<file path="src/rtl/return_addr_stack.sv">
// Return address stack: circular buffer of DEPTH link addresses with overflow/underflow pulses.
// Define RAS_STATS_EN to add saturating overflow/underflow event counters (ovf_cnt, udf_cnt).
module return_addr_stack #(
    parameter int DEPTH = 8
) (
    input  logic                       clk,
    input  logic                       rst,
    input  logic                       push,
    input  logic [31:0]                push_addr,
    input  logic                       pop,
    input  logic                       flush,
    output logic [31:0]                top_addr,
    output logic                       top_valid,
    output logic [$clog2(DEPTH):0]     count,
    output logic                       overflow,
    output logic                       underflow
`ifdef RAS_STATS_EN
    ,
    output logic [15:0]                ovf_cnt,
    output logic [15:0]                udf_cnt
`endif
);

    localparam int PW = $clog2(DEPTH);
    localparam int CW = PW + 1;

    logic [31:0]   mem_q [DEPTH];
    logic [PW-1:0] tos_q, tos_d;
    logic [CW-1:0] count_q, count_d;
    logic          overflow_q, overflow_d;
    logic          underflow_q, underflow_d;
    logic          wr_en;
    logic [PW-1:0] wr_idx;

    always_comb begin
        tos_d       = tos_q;
        count_d     = count_q;
        overflow_d  = 1'b0;
        underflow_d = 1'b0;
        wr_en       = 1'b0;
        wr_idx      = tos_q;
        if (flush) begin
            // Contents and tos are kept; only occupancy is dropped.
            count_d = '0;
        end else if (push && pop && (count_q != '0)) begin
            wr_en = 1'b1;
        end else if (push) begin
            tos_d  = tos_q + PW'(1);
            wr_idx = tos_q + PW'(1);
            wr_en  = 1'b1;
            if (count_q == CW'(DEPTH)) begin
                overflow_d = 1'b1;
            end else begin
                count_d = count_q + CW'(1);
            end
        end else if (pop) begin
            if (count_q != '0) begin
                tos_d   = tos_q - PW'(1);
                count_d = count_q - CW'(1);
            end else begin
                underflow_d = 1'b1;
            end
        end
    end

    always_ff @(posedge clk or posedge rst) begin
        if (rst) begin
            tos_q       <= '0;
            count_q     <= '0;
            overflow_q  <= 1'b0;
            underflow_q <= 1'b0;
        end else begin
            tos_q       <= tos_d;
            count_q     <= count_d;
            overflow_q  <= overflow_d;
            underflow_q <= underflow_d;
        end
    end

    // Storage is not reset; a write sampled while rst is high is discarded.
    always_ff @(posedge clk) begin
        if (wr_en && !rst) begin
            mem_q[wr_idx] <= push_addr;
        end
    end

    assign top_valid = (count_q != '0);
    assign top_addr  = top_valid ? mem_q[tos_q] : '0;
    assign count     = count_q;
    assign overflow  = overflow_q;
    assign underflow = underflow_q;

`ifdef RAS_STATS_EN
    logic [15:0] ovf_cnt_q, ovf_cnt_d;
    logic [15:0] udf_cnt_q, udf_cnt_d;

    always_comb begin
        ovf_cnt_d = ovf_cnt_q;
        udf_cnt_d = udf_cnt_q;
        if (overflow_d && (ovf_cnt_q != '1)) ovf_cnt_d = ovf_cnt_q + 16'd1;
        if (underflow_d && (udf_cnt_q != '1)) udf_cnt_d = udf_cnt_q + 16'd1;
    end

    always_ff @(posedge clk or posedge rst) begin
        if (rst) begin
            ovf_cnt_q <= '0;
            udf_cnt_q <= '0;
        end else begin
            ovf_cnt_q <= ovf_cnt_d;
            udf_cnt_q <= udf_cnt_d;
        end
    end

    assign ovf_cnt = ovf_cnt_q;
    assign udf_cnt = udf_cnt_q;
`endif

endmodule
</file>
<file path="config.mk">
export PLATFORM = sky130hd
export DESIGN_NAME = return_addr_stack
export DESIGN_NICKNAME = d
export VERILOG_FILES = /design/src/rtl/return_addr_stack.sv
export SDC_FILE = /design/constraint.sdc
export NUM_CORES = 1
export LEC_CHECK = 0
export ABC_AREA = 1
export CAP_MARGIN = 0
export CORE_MARGIN = 1.5
export CORE_UTILIZATION = 25
export CTS_CLUSTER_SIZE = 16
export DETAILED_ROUTE_END_ITERATION = 10
export DONT_BUFFER_PORTS = 1
export PLACE_DENSITY = 0.36
export SLEW_MARGIN = 20
export SYNTH_ARGS = -nofsm -noshare
export SYNTH_HDL_FRONTEND = slang
export SYNTH_SLANG_ARGS = --single-unit
</file>
<file path="constraint.sdc">
create_clock -name clk -period 3.3 [get_ports clk]
set_input_delay 0.66 -clock clk [delete_from_list [all_inputs] [get_ports clk]]
set_output_delay 0.66 -clock clk [all_outputs]
set_load 0.05 [all_outputs]
</file>
# --- Word level (Yosys, flattened, before mapping) ---
# Memories as Yosys holds them, arrays and structs flattened.
# Cells that the tools add are included.
# W data, S select, Z words.
word_totals:
  out_inout_bits: 39
  in_bits: 37
  ram_bits: 256
  reg_bits: 9
  word_cells: 52
  memories: 1
memory_table:
  columns: ["name", "depth", "width", "read_ports", "rd_ports_with_merged_regs", "wr", "line", "rtl"]
  rows:
  - ["mem_q", 8, 32, 1, 0, 1, "27", "logic [31:0] mem_q [DEPTH];"]
op_classes:
  n_eq_ne: 3
  n_mux: 27
  bitwise: 2
  reduce_logical: 11
  addsub: 4
ops:
  columns: ["op", "n"]
  rows:
  - ["$mux W32", 1]
  - ["$mux W4", 6]
  - ["$mux W3", 6]
  - ["$mux W1", 14]
  - ["$reduce_and A4 Y1", 2]
  - ["$reduce_bool A3 Y1", 2]
  - ["$add A4 B1 Y4 const B", 1]
  - ["$eq A4 B4 Y1 const B", 1]
  - ["$reduce_bool A2 Y1", 2]
  - ["$reduce_bool A4 Y1", 1]
  - ["$sub A4 B1 Y4 const B", 1]
  - ["$add A3 B1 Y3 const B", 1]
  - ["$logic_and A1 B1 Y1", 3]
  - ["$ne A3 B3 Y1 const B", 1]
  - ["$sub A3 B1 Y3 const B", 1]
  - ["$ne A2 B2 Y1 const B", 1]
  - ["$not A1 Y1", 2]
  - ["$logic_not A1 Y1", 1]

# --- Depth between registers and ports, before layout ---
# Gate-level depths: netlist of run 1.
depth:
  ltp_word: 7
  depth_mapped: 11
  depth_no_buf: 9

# --- Least setup slack after synthesis of run 1 ---
# Ideal clock, no wire load.
synth_path:
  kind: "input to register"
  startpoint: "input push"
  endpoint: "memory mem_q[0][0] (enable)"
  slack_ps: 44
  setup_ps: 421
  path_stages: 6
  required_ps: 2879
  arrival_time_ps: 2835
  n_path_buf: 1
  path_cell_list: "buf_4 > inv_1 > ha_1 > nand3_1 > nand3_1 > nor2_1"
synth_between:
  elab_chain_len: 7
  word_cells_on_any_way: 11
  cone_classes: "8 x mux; 3 x reduce/logical"
synth_lines:
  columns: ["element", "line", "rtl"]
  rows:
  - ["start, declared", "8", "input logic push,"]
  - ["$logic_and A1 B1 Y1 (2 in series)", "45", "end else if (push && pop && (count_q != '0)) begin"]
  - ["$mux W1", "45", null]
  - ["$mux W1", "42", "if (flush) begin"]
  - ["$logic_and A1 B1 Y1", "82", "if (wr_en && !rst) begin"]
  - ["$mux W1", "82", null]
  - ["$mux W1 (not written as such)", "83", "mem_q[wr_idx] <= push_addr;"]
  - ["end, declared", "27", null]
# Several ways; a longest one is shown, not always the timed one.

# --- Final worst setup path of run 1 ---
layout_path:
  startpoint: "register tos_q[0]"
  endpoint: "output top_addr[18]"
layout_between:
  elab_chain_len: 2
layout_lines:
  columns: ["element", "line", "rtl"]
  rows:
  - ["start, declared", "28", "logic [PW-1:0] tos_q, tos_d;"]
  - ["start signal, assigned", "73", "tos_q <= tos_d;"]
  - ["$mem_v2 Z8 W32", null, null]
  - ["$mux W32", "88", "assign top_addr = top_valid ? mem_q[tos_q] : '0;"]
  - ["end, declared", "12", "output logic [31:0] top_addr,"]
# Every way passes these cells.

==> results.py, run 1 <==
metrics = {
    "run_status": {
        "status": "finished clean",
    },
    "logic_synthesis": {
        "yosysTopAreaCell": "edfxtp_1",
        "ys_warn_count": 0,
        "synth_top_cells_by_area": "edfxtp_1 (71%), nor2_1 (8.2%), o21ai_0 (6.4%), nand2_1 (2.3%), o211ai_1 (2.2%)",
        "async_flop_share": 0.0340,
        "ys_ff_latch": 265,
        "synth_most_common_cell": "edfxtp_1",
        "syn-num-nets": 916,
        "synthDistinctLibCells": 28,
        "netlist_area_sq_mm": 0.0108,
        "postSynthCellCount": 872,
        "ys_seq_area_frac": 0.732,
        "synth-edff-count": 256,
        "synth_commonest_cells": "edfxtp_1 (256), nor2_1 (235), o21ai_0 (139)",
        "yosysTopAreaCellShare": 0.712,
        "ys.flop_type": "edfxtp_1",
        "avgSynthCellArea_sq_um": 12.4,
    },
    "cts": {
        "cts_hold_buf": 0,
        "cts_tree": "yes",
        "clkSinkCount": 265,
        "post-cts-setup-buffers": 0,
        "cts_made_buffers": 34,
        "clock_path_buffers": 3,
        "clkTransAtPathRegs_ns": 0.05,
        "cts-htree-levels": 2,
        "clock_latency_ns": 0.52,
        "cts_root_buffer": "clkbuf_16",
    },
    "critical_path": {
        "rr_startpoint": "count[3]$_DFFE_PP0P_",
        "critPathMostFrequentCell": "nor2_1",
        "worst_ep_required_time_ns": 2.64,
        "crit_start": "tos_q[0]$_DFFE_PP0P_",
        "path_cells": "inv_6 > buf_6 > o21ai_0 > o22ai_1 > nor2_1 > nor2_1 > buf_4",
        "cp-end-kind": "output port",
        "r2r_setup_slack_ns": 0.68,
        "start_kind": "flop",
        "critPathMaxFanout": 27,
        "cp_data_arrival_time_ns": 2.41,
        "cp_top_family": "buffers and inverters",
        "crit_type": "reg -> out",
        "crit_buf_inv": 3,
        "critPathMaxStageDelay_ns": 0.55,
        "cp_slowest_cell": "dfrtp_4",
    },
    "hold_path": {
        "hold_path_class": "in -> async",
    },
    "global_route": {
        "grt_overflow": 0,
        "use_met1": 0.177,
        "track_usage": 0.134,
        "met2_usage": 0.221,
        "grt_pass1_vias": 7235,
        "grt_busiest_layer": "met2",
        "grt_max_degree": 71,
        "antenna_found_initial": 0,
        "gr-usage-met3": 0.0288,
        "grt_pass1_wl_um": 45000,
    },
    "power": {
        "max-vdd-ir-drop_uv": 664,
        "powerDensity_mw_per_mm2": 1000,
        "p_leak_uw": 0.00434,
        "finalPower_uw": 12800,
    },
    "timing": {
        "fmax_mhz": 326,
        "worst_pin_slew_ns": 0.504,
        "skew_ns": 0.0134,
        "rsz0062_at_grt": "false",
        "totalNegativeSetupSlack_ns": 0,
        "setup_viol": 0,
        "fin_crit_ns": 3.07,
        "maxSlewViolCount": 0,
        "finalHoldViolCount": 0,
        "relSlewSlack": 0.663,
        "min_period_over_period": 0.931,
    },
    "drt": {
        "via_per_inst": 4.45,
        "routedWlPerCell_um": 19.1,
        "dr.pass1.iters": 5,
        "num_vias": 6782,
        "ant_nets": 0,
        "drtIter0Drc": 298,
        "finalWirelength_um": 29100,
        "drcViolationCount": 0,
    },
    "final_layout": {
        "nets": 966,
        "multiInputGateArea_sq_mm": 0.00260,
        "n_antenna_cell": 0,
        "seq_area_sq_mm": 0.00792,
        "area_growth_pct": 18.8,
        "layout-drive-gt1-share": 0.140,
        "n_fill_cell": 4366,
    },
    "die": {
        "die_area_sq_mm": 0.0445,
        "start_util": 0.255,
        "core_area_sq_mm": 0.0423,
        "die_y_um": 211,
        "fp-row-count": 75,
        "die_w_um": 211,
        "io_pins": 76,
    },
    "run": {
        "maxCapViolations": 0,
    },
    "placement": {
        "gp_congestion": 0.688,
        "port_buffers": 0,
        "dpl.hpwl_um": 16800,
    },
}
-- sequential cells by signal, summed over array words and instances, names as in the netlist --
register,flops
count,4
underflow,1
mem_q,256
overflow,1
tos_q,3
-- cell usage in the layout (no fill, tap or decap), types with 9 or more instances in the layout --
| cell | n |
|---|---|
| nand3_1 | 12 |
| nor2_1 | 227 |
| clkinv_1 | 9 |
| buf_4 | 64 |
| edfxtp_1 | 256 |
| nor2_4 | 9 |
| clkbuf_16 | 34 |
| nand2_1 | 65 |
| o22ai_1 | 32 |
| o21ai_0 | 139 |
| o211ai_1 | 32 |
| inv_1 | 12 |
-- metrics by stage --
step           utilization  std cells  hold WS (ns)  setup slack (ns)  area [sq um]
2_1_floorplan            -        872         0.488            0.0436         10800
3_3_place_gp         0.280       1464         0.557             0.564         11900
3_5_place_dp         0.280       1464         0.560             0.592         11900
4_1_cts              0.303       1524       0.00486            0.0313         12800
5_1_grt              0.303       1523        0.0352            0.0223         12800
6_report             0.303       1523        0.0167             0.228         12800
-- where the power goes --
part	leakage [uW]	internal [uW]	total, uW	switching [uW]
Clock	0.000484	1900	3310	1410
Combinational	0.00144	1530	5540	4010
Sequential	0.00242	3860	3990	128
-- per-layer routing --
metal | vias to the layer above | share of wire
met5 | - | 0
met2 | 103 | 0.47
met1 | 3384 | 0.47
li1 | 3248 | -
met3 | 47 | 0.043
met4 | 0 | 0.018
-- final cells by class --
cell class,instances,share of cell area
flip-flops and latches,265,0.617
multi-input cells,539,0.203
clock buffers,40,0.0680
well taps,577,0.0562
repair buffers,68,0.0430
clock inverters,20,0.00887
inverters,14,0.00448
-- logic make-up after synthesis --
logic type / share of synthesized area
simple gates: 0.117
flops: 0.732
compound gates: 0.106
buf+inv: 0.0323
fa+ha+maj: 0.00880
xor+xnor: 0.00324
-- what timing repair did --
action | CTS | global route
hold endpoints to repair | 0 | 0
setup endpoints to repair | 0 | 18
gates resized for setup | 0 | 2
-- final timing paths --
path | end | cells after the start
worst max register to register | mem_q[4][18]$_DFFE_PP_ | 9
worst min register to register | underflow$_DFF_PP0_ | 3
worst max-delay path | top_addr[18] | 7
min in group clk | underflow$_DFF_PP0_ | 1
max in group asynchronous | tos_q[0]$_DFFE_PP0P_ | 1
worst min-delay path | count[3]$_DFFE_PP0P_ | 1
No activity file was read; power rests on OpenSTA's default activity.
==> run 2: changes to the inputs <==
--- a/config.mk
+++ b/config.mk
@@ -13,6 +13,7 @@
 export DETAILED_ROUTE_END_ITERATION = 10
 export DONT_BUFFER_PORTS = 1
 export PLACE_DENSITY = 0.36
+export REMOVE_ABC_BUFFERS = 1
 export SLEW_MARGIN = 20
 export SYNTH_ARGS = -nofsm -noshare
 export SYNTH_HDL_FRONTEND = slang
==> run 2 against run 1 <==
Register-to-register slack improved by 0.06 ns. Critical path depth unchanged. Final area increased by 1.3%. Combinational power increased by 3%. Hold slack improved by 0.15 ns. Largest power group unchanged.
==> results.py, run 2 (synthesized netlist as in run 1, its figures left out) <==
metrics = {
    "drt": {
        "via_per_inst": 4.41,
        "routedWlPerCell_um": 19.2,
        "num_vias": 6706,
        "dr.pass1.iters": 5,
        "finalWirelength_um": 29300,
        "drcViolationCount": 0,
        "drtIter0Drc": 389,
        "ant_nets": 0,
    },
    "timing": {
        "maxSlewViolCount": 0,
        "rsz0062_at_grt": "false",
        "worst_pin_slew_ns": 0.465,
        "skew_ns": 0.0173,
        "relSlewSlack": 0.689,
        "finalHoldViolCount": 0,
        "fmax_mhz": 313,
        "totalNegativeSetupSlack_ns": 0,
        "setup_viol": 0,
        "fin_crit_ns": 3.19,
        "min_period_over_period": 0.968,
    },
    "cts": {
        "cts_root_buffer": "clkbuf_16",
        "clkSinkCount": 265,
        "clock_path_buffers": 3,
        "cts_made_buffers": 30,
        "clkTransAtPathRegs_ns": 0.06,
        "cts-htree-levels": 1,
        "clock_latency_ns": 0.57,
        "cts_tree": "yes",
    },
    "placement": {
        "gp_congestion": 0.716,
        "dpl.hpwl_um": 16500,
        "port_buffers": 0,
    },
    "critical_path": {
        "cp_top_family": "buffers and inverters",
        "cp_slowest_cell": "dfrtp_4",
        "path_cells": "inv_1 > buf_4 > o21ai_0 > o22ai_1 > nor2_1 > nor2_1 > buf_4",
        "start_kind": "flop",
        "crit_buf_inv": 3,
        "crit_type": "reg -> out",
        "cp-end-kind": "output port",
        "worst_ep_required_time_ns": 2.64,
        "cp_data_arrival_time_ns": 2.53,
        "critPathMaxFanout": 17,
        "critPathMaxStageDelay_ns": 0.60,
    },
    "hold_path": {
        "hold_path_class": "in -> reg",
    },
    "final_layout": {
        "layout_common_cells": "edfxtp_1 (256), nor2_1 (227), o21ai_0 (139), nand2_1 (65), buf_4 (55)",
        "nets": 964,
        "layout-drive-gt1-share": 0.142,
        "n_antenna_cell": 0,
        "largest_reg_flops": 256,
        "top_register": "mem_q",
        "area_growth_pct": 20.3,
        "final_util": 0.307,
        "layout_commonest_cell": "edfxtp_1",
    },
    "die": {
        "die_area_sq_mm": 0.0445,
        "start_util": 0.255,
        "io_pins": 76,
        "die_w_um": 211,
        "core_area_sq_mm": 0.0423,
        "fp-row-count": 75,
        "die_y_um": 211,
    },
    "power": {
        "finalPower_uw": 13100,
        "max-vdd-ir-drop_uv": 673,
        "p_leak_uw": 0.00441,
        "powerDensity_mw_per_mm2": 1010,
    },
    "global_route": {
        "antenna_found_initial": 0,
        "grt_overflow": 0,
        "grt_pass1_vias": 6952,
        "grt_max_degree": 83,
        "track_usage": 0.134,
        "grt_pass1_wl_um": 44900,
    },
    "run": {
        "maxCapViolations": 0,
    },
    "run_status": {
        "status": "finished clean",
    },
}
## run 2: cell type report
type | instances | area (sq um)
multi-input combinational | 539 | 2600
inverter | 14 | 55.1
timing repair buffer | 70 | 683
tap | 577 | 722
clock inverter | 25 | 241
fill | 4300 | 29300
sequential | 265 | 7920
clock buffer | 31 | 776
## run 2: report_power, final
group | switching (uW) | total, uW | internal (uW)
combinational | 4060 | 5680 | 1610
sequential | 109 | 3970 | 3860
clock | 1360 | 3440 | 2080
total | 5530 | 13100 | 7560
## run 2: through the flow
step	instance area (sq um)	hold slack [ns]	instances	setup WS (ns)
after global routing	13000	0.146	1521	0.00780
after CTS	13000	0.135	1520	0.0246
after floorplan	10500	0.488	818	-2.71
after detailed placement	11900	0.560	1462	0.501
after global placement	11900	0.570	1462	0.496
final	13000	0.167	1521	0.106
## run 2: layer usage
layer / part of all wire / routed length [um] / GRT usage / vias up
met5: 0 / 0 / 0 / -
met4: 0.020 / 588 / 0.0310 / 0
met3: 0.041 / 1210 / 0.0272 / 43
met2: 0.46 / 13600 / 0.221 / 98
met1: 0.47 / 13900 / 0.181 / 3330
li1: - / - / - / 3235
## run 2: what timing repair did
| item | 4_1_cts | 5_1_grt |
|---|---|---|
| setup endpoints to repair | 7 | 9 |
| resized for setup | 3 | 3 |
| hold endpoints to repair | 9 | 0 |
| buffers inserted | 0 | 1 |
| hold buffers | 1 | 0 |
| cloned | 1 | 0 |
## run 2: path summary, 6_finish.rpt
check | from | end | slack (ns) | cells after the start
setup / recovery | tos_q[1]$_DFFE_PP0P_ | top_addr[14] | 0.11 | 7
hold / removal | flush | underflow$_DFF_PP0_ | 0.17 | 1
setup reg to reg | count[3]$_DFFE_PP0P_ | mem_q[4][2]$_DFFE_PP_ | 0.74 | 9
hold reg to reg | count[1]$_DFFE_PP0P_ | underflow$_DFF_PP0_ | 0.58 | 3
max in group asynchronous | rst | tos_q[1]$_DFFE_PP0P_ | 2.44 | 2
min in group asynchronous | rst | count[1]$_DFFE_PP0P_ | 0.54 | 2
## run 2: worst reg2reg max path, delay by kind of cell, from the launching register on
family	cells	cell delay, ns
buffers and inverters	2	0.43
DFF	1	0.36
and+or+nand+nor	7	1.46
